[src/rtl/memory_access_unit.sv]
// Memory stage: issues data-memory loads/stores over a req/ack handshake,
// formats byte/word data and holds the M/W pipeline register.
module memory_access_unit #(
  parameter int DATA_WIDTH     = 32,
  parameter int REGISTER_WIDTH = 5
) (
  input  logic                      clk,
  input  logic                      rst_n,
  input  logic [DATA_WIDTH-1:0]     alu_result_m_i,
  input  logic [DATA_WIDTH-1:0]     write_data_m_i,
  input  logic [DATA_WIDTH-1:0]     pc_plus4_m_i,
  input  logic [DATA_WIDTH-1:0]     imm_ext_m_i,
  input  logic [REGISTER_WIDTH-1:0] rd_m_i,
  input  logic [1:0]                result_src_m_i,
  input  logic                      reg_write_m_i,
  input  logic                      mem_write_m_i,
  input  logic                      byte_op_m_i,
  output logic                      dmem_req_o,
  output logic                      dmem_we_o,
  output logic [DATA_WIDTH-1:0]     dmem_addr_o,
  output logic [DATA_WIDTH-1:0]     dmem_wdata_o,
  output logic [3:0]                dmem_be_o,
  input  logic                      dmem_ack_i,
  input  logic [DATA_WIDTH-1:0]     dmem_rdata_i,
  output logic                      stall_m_o,
  output logic                      misaligned_o,
  output logic [DATA_WIDTH-1:0]     alu_result_w_o,
  output logic [DATA_WIDTH-1:0]     read_data_w_o,
  output logic [DATA_WIDTH-1:0]     pc_plus4_w_o,
  output logic [DATA_WIDTH-1:0]     imm_ext_w_o,
  output logic [REGISTER_WIDTH-1:0] rd_w_o,
  output logic [1:0]                result_src_w_o,
  output logic                      reg_write_w_o
);

  // Memory handshake: dmem_req_o rises with the request fields and they stay
  // stable until the cycle dmem_ack_i is high; that cycle completes the
  // transfer (rdata valid) and req drops on the next edge.
  typedef enum logic [1:0] {
    IDLE = 2'd0,
    BUSY = 2'd1,
    DONE = 2'd2
  } state_t;

  state_t state;
  state_t state_next;

  logic                  mem_op;
  logic                  misaligned;
  logic                  issue;
  logic                  capture;
  logic                  load_buf;
  logic                  use_buf;
  logic                  flag_misaligned;
  logic [1:0]            lane_q;
  logic                  byte_q;
  logic [DATA_WIDTH-1:0] load_fmt;
  logic [DATA_WIDTH-1:0] load_buf_q;

  assign mem_op     = mem_write_m_i | (result_src_m_i == 2'b01);
  assign misaligned = mem_op & ~byte_op_m_i & (alu_result_m_i[1:0] != 2'b00);

  // State register
  always_ff @(posedge clk or negedge rst_n) begin
    if (!rst_n) begin
      state <= IDLE;
    end else begin
      state <= state_next;
    end
  end

  // Next-state logic
  always_comb begin
    state_next = state;
    case (state)
      IDLE:    if (mem_op && !misaligned) state_next = BUSY;
      BUSY:    if (dmem_ack_i) state_next = DONE;
      DONE:    state_next = IDLE;
      default: state_next = IDLE;
    endcase
  end

  // Output / control decode
  always_comb begin
    stall_m_o       = 1'b0;
    issue           = 1'b0;
    capture         = 1'b0;
    load_buf        = 1'b0;
    use_buf         = 1'b0;
    flag_misaligned = 1'b0;
    case (state)
      IDLE: begin
        if (mem_op && !misaligned) begin
          stall_m_o = 1'b1;
          issue     = 1'b1;
        end else begin
          capture         = 1'b1;
          flag_misaligned = misaligned;
        end
      end
      BUSY: begin
        stall_m_o = 1'b1;
        load_buf  = dmem_ack_i;
      end
      DONE: begin
        capture = 1'b1;
        use_buf = 1'b1;
      end
      default: begin
        stall_m_o = 1'b0;
      end
    endcase
  end

  // Request registers; lane and size are kept so load formatting does not
  // depend on the M inputs while the access is in flight.
  always_ff @(posedge clk or negedge rst_n) begin
    if (!rst_n) begin
      dmem_req_o   <= 1'b0;
      dmem_we_o    <= 1'b0;
      dmem_addr_o  <= '0;
      dmem_wdata_o <= '0;
      dmem_be_o    <= 4'b0000;
      lane_q       <= 2'b00;
      byte_q       <= 1'b0;
    end else if (issue) begin
      dmem_req_o  <= 1'b1;
      dmem_we_o   <= mem_write_m_i;
      dmem_addr_o <= {alu_result_m_i[DATA_WIDTH-1:2], 2'b00};
      lane_q      <= alu_result_m_i[1:0];
      byte_q      <= byte_op_m_i;
      if (byte_op_m_i) begin
        dmem_be_o    <= 4'b0001 << alu_result_m_i[1:0];
        dmem_wdata_o <= {4{write_data_m_i[7:0]}};
      end else begin
        dmem_be_o    <= 4'b1111;
        dmem_wdata_o <= write_data_m_i;
      end
    end else if (load_buf) begin
      dmem_req_o <= 1'b0;
    end
  end

  always_comb begin
    load_fmt = dmem_rdata_i;
    if (byte_q) begin
      case (lane_q)
        2'd0:    load_fmt = {{(DATA_WIDTH-8){1'b0}}, dmem_rdata_i[7:0]};
        2'd1:    load_fmt = {{(DATA_WIDTH-8){1'b0}}, dmem_rdata_i[15:8]};
        2'd2:    load_fmt = {{(DATA_WIDTH-8){1'b0}}, dmem_rdata_i[23:16]};
        default: load_fmt = {{(DATA_WIDTH-8){1'b0}}, dmem_rdata_i[31:24]};
      endcase
    end
  end

  always_ff @(posedge clk or negedge rst_n) begin
    if (!rst_n) begin
      load_buf_q <= '0;
    end else if (load_buf) begin
      load_buf_q <= dmem_we_o ? '0 : load_fmt;
    end
  end

  // M/W register: captures the instruction when it leaves M, otherwise a bubble
  always_ff @(posedge clk or negedge rst_n) begin
    if (!rst_n) begin
      alu_result_w_o <= '0;
      read_data_w_o  <= '0;
      pc_plus4_w_o   <= '0;
      imm_ext_w_o    <= '0;
      rd_w_o         <= '0;
      result_src_w_o <= 2'b00;
      reg_write_w_o  <= 1'b0;
      misaligned_o   <= 1'b0;
    end else begin
      misaligned_o <= flag_misaligned;
      if (capture) begin
        alu_result_w_o <= alu_result_m_i;
        read_data_w_o  <= use_buf ? load_buf_q : '0;
        pc_plus4_w_o   <= pc_plus4_m_i;
        imm_ext_w_o    <= imm_ext_m_i;
        rd_w_o         <= rd_m_i;
        result_src_w_o <= result_src_m_i;
        reg_write_w_o  <= reg_write_m_i & ~flag_misaligned;
      end else begin
        alu_result_w_o <= '0;
        read_data_w_o  <= '0;
        pc_plus4_w_o   <= '0;
        imm_ext_w_o    <= '0;
        rd_w_o         <= '0;
        result_src_w_o <= 2'b00;
        reg_write_w_o  <= 1'b0;
      end
    end
  end

endmodule

[config.mk]
export PLATFORM = sky130hd
export DESIGN_NAME = memory_access_unit
export DESIGN_NICKNAME = d
export VERILOG_FILES = /design/src/rtl/memory_access_unit.sv
export SDC_FILE = /design/constraint.sdc
export NUM_CORES = 1
export LEC_CHECK = 0
export CAP_MARGIN = 40
export CORE_MARGIN = 3
export CORE_UTILIZATION = 35
export CTS_CLUSTER_DIAMETER = 50
export DETAILED_ROUTE_END_ITERATION = 10
export PLACE_DENSITY = 0.68
export SLEW_MARGIN = 10
export SYNTH_ARGS = -nofsm -noshare
export SYNTH_HDL_FRONTEND = slang
export SYNTH_SLANG_ARGS = --single-unit
[constraint.sdc]
create_clock -name clk -period 1.8 [get_ports clk]
set_clock_uncertainty 0.05 [all_clocks]
set_input_delay 0.45 -clock clk [delete_from_list [all_inputs] [get_ports clk]]
set_output_delay 0.45 -clock clk [all_outputs]
set_load 0.005 [all_outputs]
# ---- Word level (Yosys, flattened, before mapping)
# Cells that the tools add are included.
dict set report totals {
  word_cells 65
  ff_bits 242
  input_bits 173
}
dict set report classes {
  mux 27
  n_bitwise 6
  n_eq_ne 7
  shifts 1
  reduce_logical 7
}
# operator count
set op_table {}
lappend op_table {{32-bit two-way mux} 8}
lappend op_table {{8-bit case mux with 3 select lines} 1}
lappend op_table {{1-bit two-way mux} 10}
lappend op_table {{2-bit by 1-bit == test with 1-bit output (second input constant)} 3}
lappend op_table {{2-bit two-way mux} 3}
lappend op_table {{5-bit two-way mux} 1}
lappend op_table {{2-bit == test (second input constant)} 2}
lappend op_table {{2-bit zero test} 2}
lappend op_table {{4-bit two-way mux} 1}
lappend op_table {{2-bit != test (second input constant)} 2}
lappend op_table {{1-bit case mux with 2 select lines} 2}
lappend op_table {{2-bit case mux with 2 select lines} 1}
lappend op_table {{2-bit nonzero test} 2}
lappend op_table {{1-bit by 2-bit << shifter with 4-bit output (first input constant)} 1}
lappend op_table {{1-bit bitwise AND} 3}
lappend op_table {{1-bit NOT} 2}
lappend op_table {{2-bit AND reduction} 1}
lappend op_table {{1-bit logical AND} 1}
lappend op_table {{1-bit zero test} 1}
lappend op_table {{1-bit bitwise OR} 1}

# ---- Logic depth before layout (Yosys ltp)
dict set report logic_depth {
  ltp_word 11
  ltp_mapped 7
}

# ---- Least setup slack after synthesis
# Ideal clock, no wire load.
dict set report synth_timing {
  path_kind {input to register}
  startpoint {in byte_op_m_i}
  endpoint {reg dmem_addr_o[10]}
  n_path_buf 3
  setup_time_ns 0.125
  t_arrival_ns 1.413
  setup_slack_ns 0.213
  path_stages 5
  cell_sequence {buf_2 > o221ai_2 > buf_6 > buf_6 > mux2_2}
}
dict set report synth_between {
  elab_chain_cells 7
}
# item line_no
set synth_rtl {}
lappend synth_rtl {{start: declaration} 17} ;# input logic byte_op_m_i,
lappend synth_rtl {{1-bit NOT} 61} ;# assign misaligned = mem_op & ~byte_op_m_i & (alu_result_m_i[1:0] != 2'b00);
lappend synth_rtl {{1-bit bitwise AND (2 in a row)} 61}
lappend synth_rtl {{1-bit zero test} 93} ;# if (mem_op && !misaligned) begin
lappend synth_rtl {{1-bit logical AND} 93}
lappend synth_rtl {{1-bit two-way mux} 93}
lappend synth_rtl {{1-bit two-way mux} 91} ;# case (state)
lappend synth_rtl {{end signal: assignment} 129} ;# dmem_addr_o <= {alu_result_m_i[DATA_WIDTH-1:2], 2'b00};
lappend synth_rtl {{end: declaration} 20} ;# output logic [DATA_WIDTH-1:0] dmem_addr_o,
# Every way passes these cells.
# A chain may end at the register's enable or synchronous reset.

# ---- Worst setup path after layout
dict set report layout_timing {
  startpoint {reg dmem_wdata_o[18]}
  endpoint {out dmem_wdata_o[18]}
}
# item line_no
set layout_lines {}
lappend layout_lines {{start: declaration} 21} ;# output logic [DATA_WIDTH-1:0] dmem_wdata_o,
lappend layout_lines {{start signal: assignment} 134} ;# dmem_wdata_o <= {4{write_data_m_i[7:0]}};
lappend layout_lines {{start signal: assignment} 137} ;# dmem_wdata_o <= write_data_m_i;
# No word-level cell between the ends.

==> results.json <==
{
  "grt_use_total_pct": 18.68,
  "first_pass_iters": 4,
  "critPathArrivalTime_ns": 1.24,
  "status": "finished clean",
  "power.leakage_uw": 0.007151,
  "yosysTopAreaCell": "dfrtp_1",
  "path_max_fanout": 2,
  "fin_crit_ns": 1.737,
  "fin_nets": 1306,
  "cts_buffers": 31,
  "postPlaceCellArea_um2": 13510,
  "peakVddDrop_mv": 0.8000,
  "clk_pin_slew_ns": 0.06,
  "cp_top_family": "flip-flops",
  "crit_required_ns": 1.30,
  "ys_warn_count": 0,
  "vias": 6808,
  "drtIter0Drc": 424,
  "root_buffer": "clkbuf_16",
  "critPathMaxStageDelay_ns": 0.42,
  "max_freq_mhz": 575.7,
  "finalSetupViolations": 0,
  "rows": 58,
  "overflow": 0,
  "power_density_nw_per_um2": 1184,
  "finalCritPeriodShare_pct": 96.49,
  "die_y_um": 167.5,
  "numClockSinks": 242,
  "synth_seq_cells": 242,
  "fill_cells": 2260,
  "ys_seq_area_share_pct": 66.37,
  "criticalPathCategory": "reg2out",
  "yosysUniqueCellTypes": 34,
  "htreeDepth": 1,
  "synth_area_um2": 9124,
  "maxSlewViolCount": 0,
  "synth.area.top_cells": "dfrtp_1 (66%), and2_1 (5.3%), and2_2 (4.7%), mux2_2 (4.4%), nand2_1 (3.7%)",
  "synth_top_area_share_pct": 66.37,
  "die_x_um": 167.5,
  "final_antenna_net_count": 0,
  "antenna_found_initial": 0,
  "port_buffers": 378,
  "vias_per_cell": 4.578,
  "maxSlewHeadroom_pct": 64.32,
  "cp-start-kind": "register",
  "wirelength_um": 26750,
  "grt_start_max_net_pins": 47,
  "postSynth.asyncResetShare_pct": 100.0,
  "worst_pin_slew_ns": 0.5351,
  "final_area_um2": 14300,
  "synth_ff_type": "dfrtp_1",
  "antennaDiodeCount": 0,
  "crit_path_cell_trace": "dlygate4sd2_1",
  "crit_path_end_kind": "output port",
  "synth_edf_count": 0,
  "initial_core_util_pct": 35.92,
  "crit_slowest_cell": "dfrtp_1",
  "syn_area_per_cell_um2": 12.72,
  "insertion_delay_ns": 0.54,
  "io_pins": 381,
  "drc": 0,
  "cts.path.max_buffers": 3,
  "utilization_pct": 56.30,
  "core-area_um2": 25400,
  "area_growth_pct": 56.72,
  "cts_tree": "yes",
  "drv_cap": 0,
  "wl_per_cell_um": 17.99,
  "place_hpwl_um": 20060,
  "synth_cells": 717,
  "hold_path_class": "in2reg",
  "power.total_uw": 16920,
  "finalHoldViolCount": 0,
  "cp_num_buf_inv": 1,
  "gp_congestion": 0.8452,
  "drive_above_1_share_pct": 17.89,
  "dieArea_um2": 28040,
  "grt_pass1_wl_um": 41680,
  "grt_pass1_vias": 7110
}
[kinds of logic after synthesis]
logic type | Yosys count | share of synthesized area [%]
AO/OA/AOI/OAI | 93 | 5.746
other | 1 | 0.04110
AND/OR/NAND/NOR | 251 | 15.29
flip-flops | 242 | 66.37
buffers and inverters | 58 | 4.114
multiplexers | 72 | 8.434
[area by class of cell]
class                           instances  area (um^2)  share of cell area [%]
Clock inverter                         19        188.9                   1.321
Timing Repair Buffer                  427         4049                   28.32
Multi-Input combinational cell        418         2720                   19.02
Clock buffer                           38        822.0                   5.749
Sequential cell                       242         6057                   42.36
Tap cell                              330        412.9                   2.888
Inverter                               13        48.80                  0.3413
[layout by cell type (no fill, tap or decap), types with 10 or more instances in the layout]
cell / Yosys / layout
dfrtp_1: 242 / 241
buf_4: 2 / 35
clkbuf_16: 0 / 31
mux2_2: 36 / 36
mux2i_1: 33 / 33
and2_1: 78 / 78
a21oi_1: 10 / 10
dlygate4sd2_1: 0 / 206
inv_1: 13 / 13
clkdlybuf4s50_1: 0 / 165
buf_12: 1 / 13
nand2_1: 91 / 91
o21ai_0: 66 / 66
and2_2: 57 / 57
[cell usage after synthesis, types with 8 or more instances]
cell type and instances:
a21oi_1 10, and2_1 78, and2_2 57, buf_2 13, clkbuf_1 14, dfrtp_1 242
inv_1 13, mux2_2 36, mux2i_1 33, nand2_1 91, nand3_1 10, o21ai_0 66
o22ai_1 8
[metrics by stage]
step | cells | hold WS [ns] | worst slack, ns | setup TNS, ns
6_report | 1487 | 0.2249 | 0.06311 | 0
5_1_grt | 1487 | 0.2309 | -0.0007984 | -0.0007984
3_3_place_gp | 1426 | 0.3420 | -0.5986 | -61.27
3_5_place_dp | 1426 | 0.3461 | -0.5904 | -67.55
2_1_floorplan | 718 | 0.1044 | 0.2128 | 0
4_1_cts | 1485 | 0.2359 | 0.01341 | 0
[layer usage]
layer	track usage (%)	routed length, um	up-vias
li1	-	-	3169
met1	23.89	10750	3274
met2	30.36	12650	312
met3	6.256	2588	53
met4	5.621	766	0
met5	0	0	-
[sequential cells by signal, summed over array words and instances, names as in the netlist]
signal          flops
pc_plus4_w_o       32
rd_w_o              5
imm_ext_w_o        32
reg_write_w_o       1
alu_result_w_o     32
result_src_w_o      2
dmem_wdata_o       32
read_data_w_o      32
dmem_addr_o        30
load_buf_q         32
state               2
lane_q              2
misaligned_o        1
dmem_we_o           1
dmem_req_o          1
byte_q              1
dmem_be_o           4
[report_power, final]
part | leakage (uW) | internal [uW] | total, uW | switching [uW]
Combinational | 0.00355 | 2150 | 3900 | 1760
Sequential | 0.00312 | 6540 | 7040 | 495
Clock | 0.000485 | 3570 | 5980 | 2410
Total | 0.00715 | 12300 | 16900 | 4660
[repair_timing]
| action | 4_1_cts | 5_1_grt |
|---|---|---|
| buffers inserted | 1 | 2 |
| pin swaps | 1 | 4 |
| gates resized for setup | 215 | 7 |
| hold endpoints to repair | 36 | 0 |
| setup endpoints to repair | 206 | 1 |
| hold buffers | 1 | 0 |
[final timing paths]
path	startpoint	to	slack [ns]	cells after the start
worst min register to register	load_buf_q[10]$_DFFE_PN0P_	load_buf_q[10]$_DFFE_PN0P_	0.42	2
worst max-delay path	dmem_wdata_o[18]$_DFFE_PN0P_	dmem_wdata_o[18]	0.06	1
worst max register to register	state[0]$_DFFE_PN0P_	dmem_wdata_o[27]$_DFFE_PN0P_	0.20	7
min in group asynchronous	rst_n	load_buf_q[10]$_DFFE_PN0P_	0.37	2
max in group asynchronous	rst_n	pc_plus4_w_o[1]$_DFF_PN0_	0.76	3
worst min-delay path	result_src_m_i[0]	result_src_w_o[0]$_DFF_PN0_	0.22	2
Power figures use the tool's default switching activity.
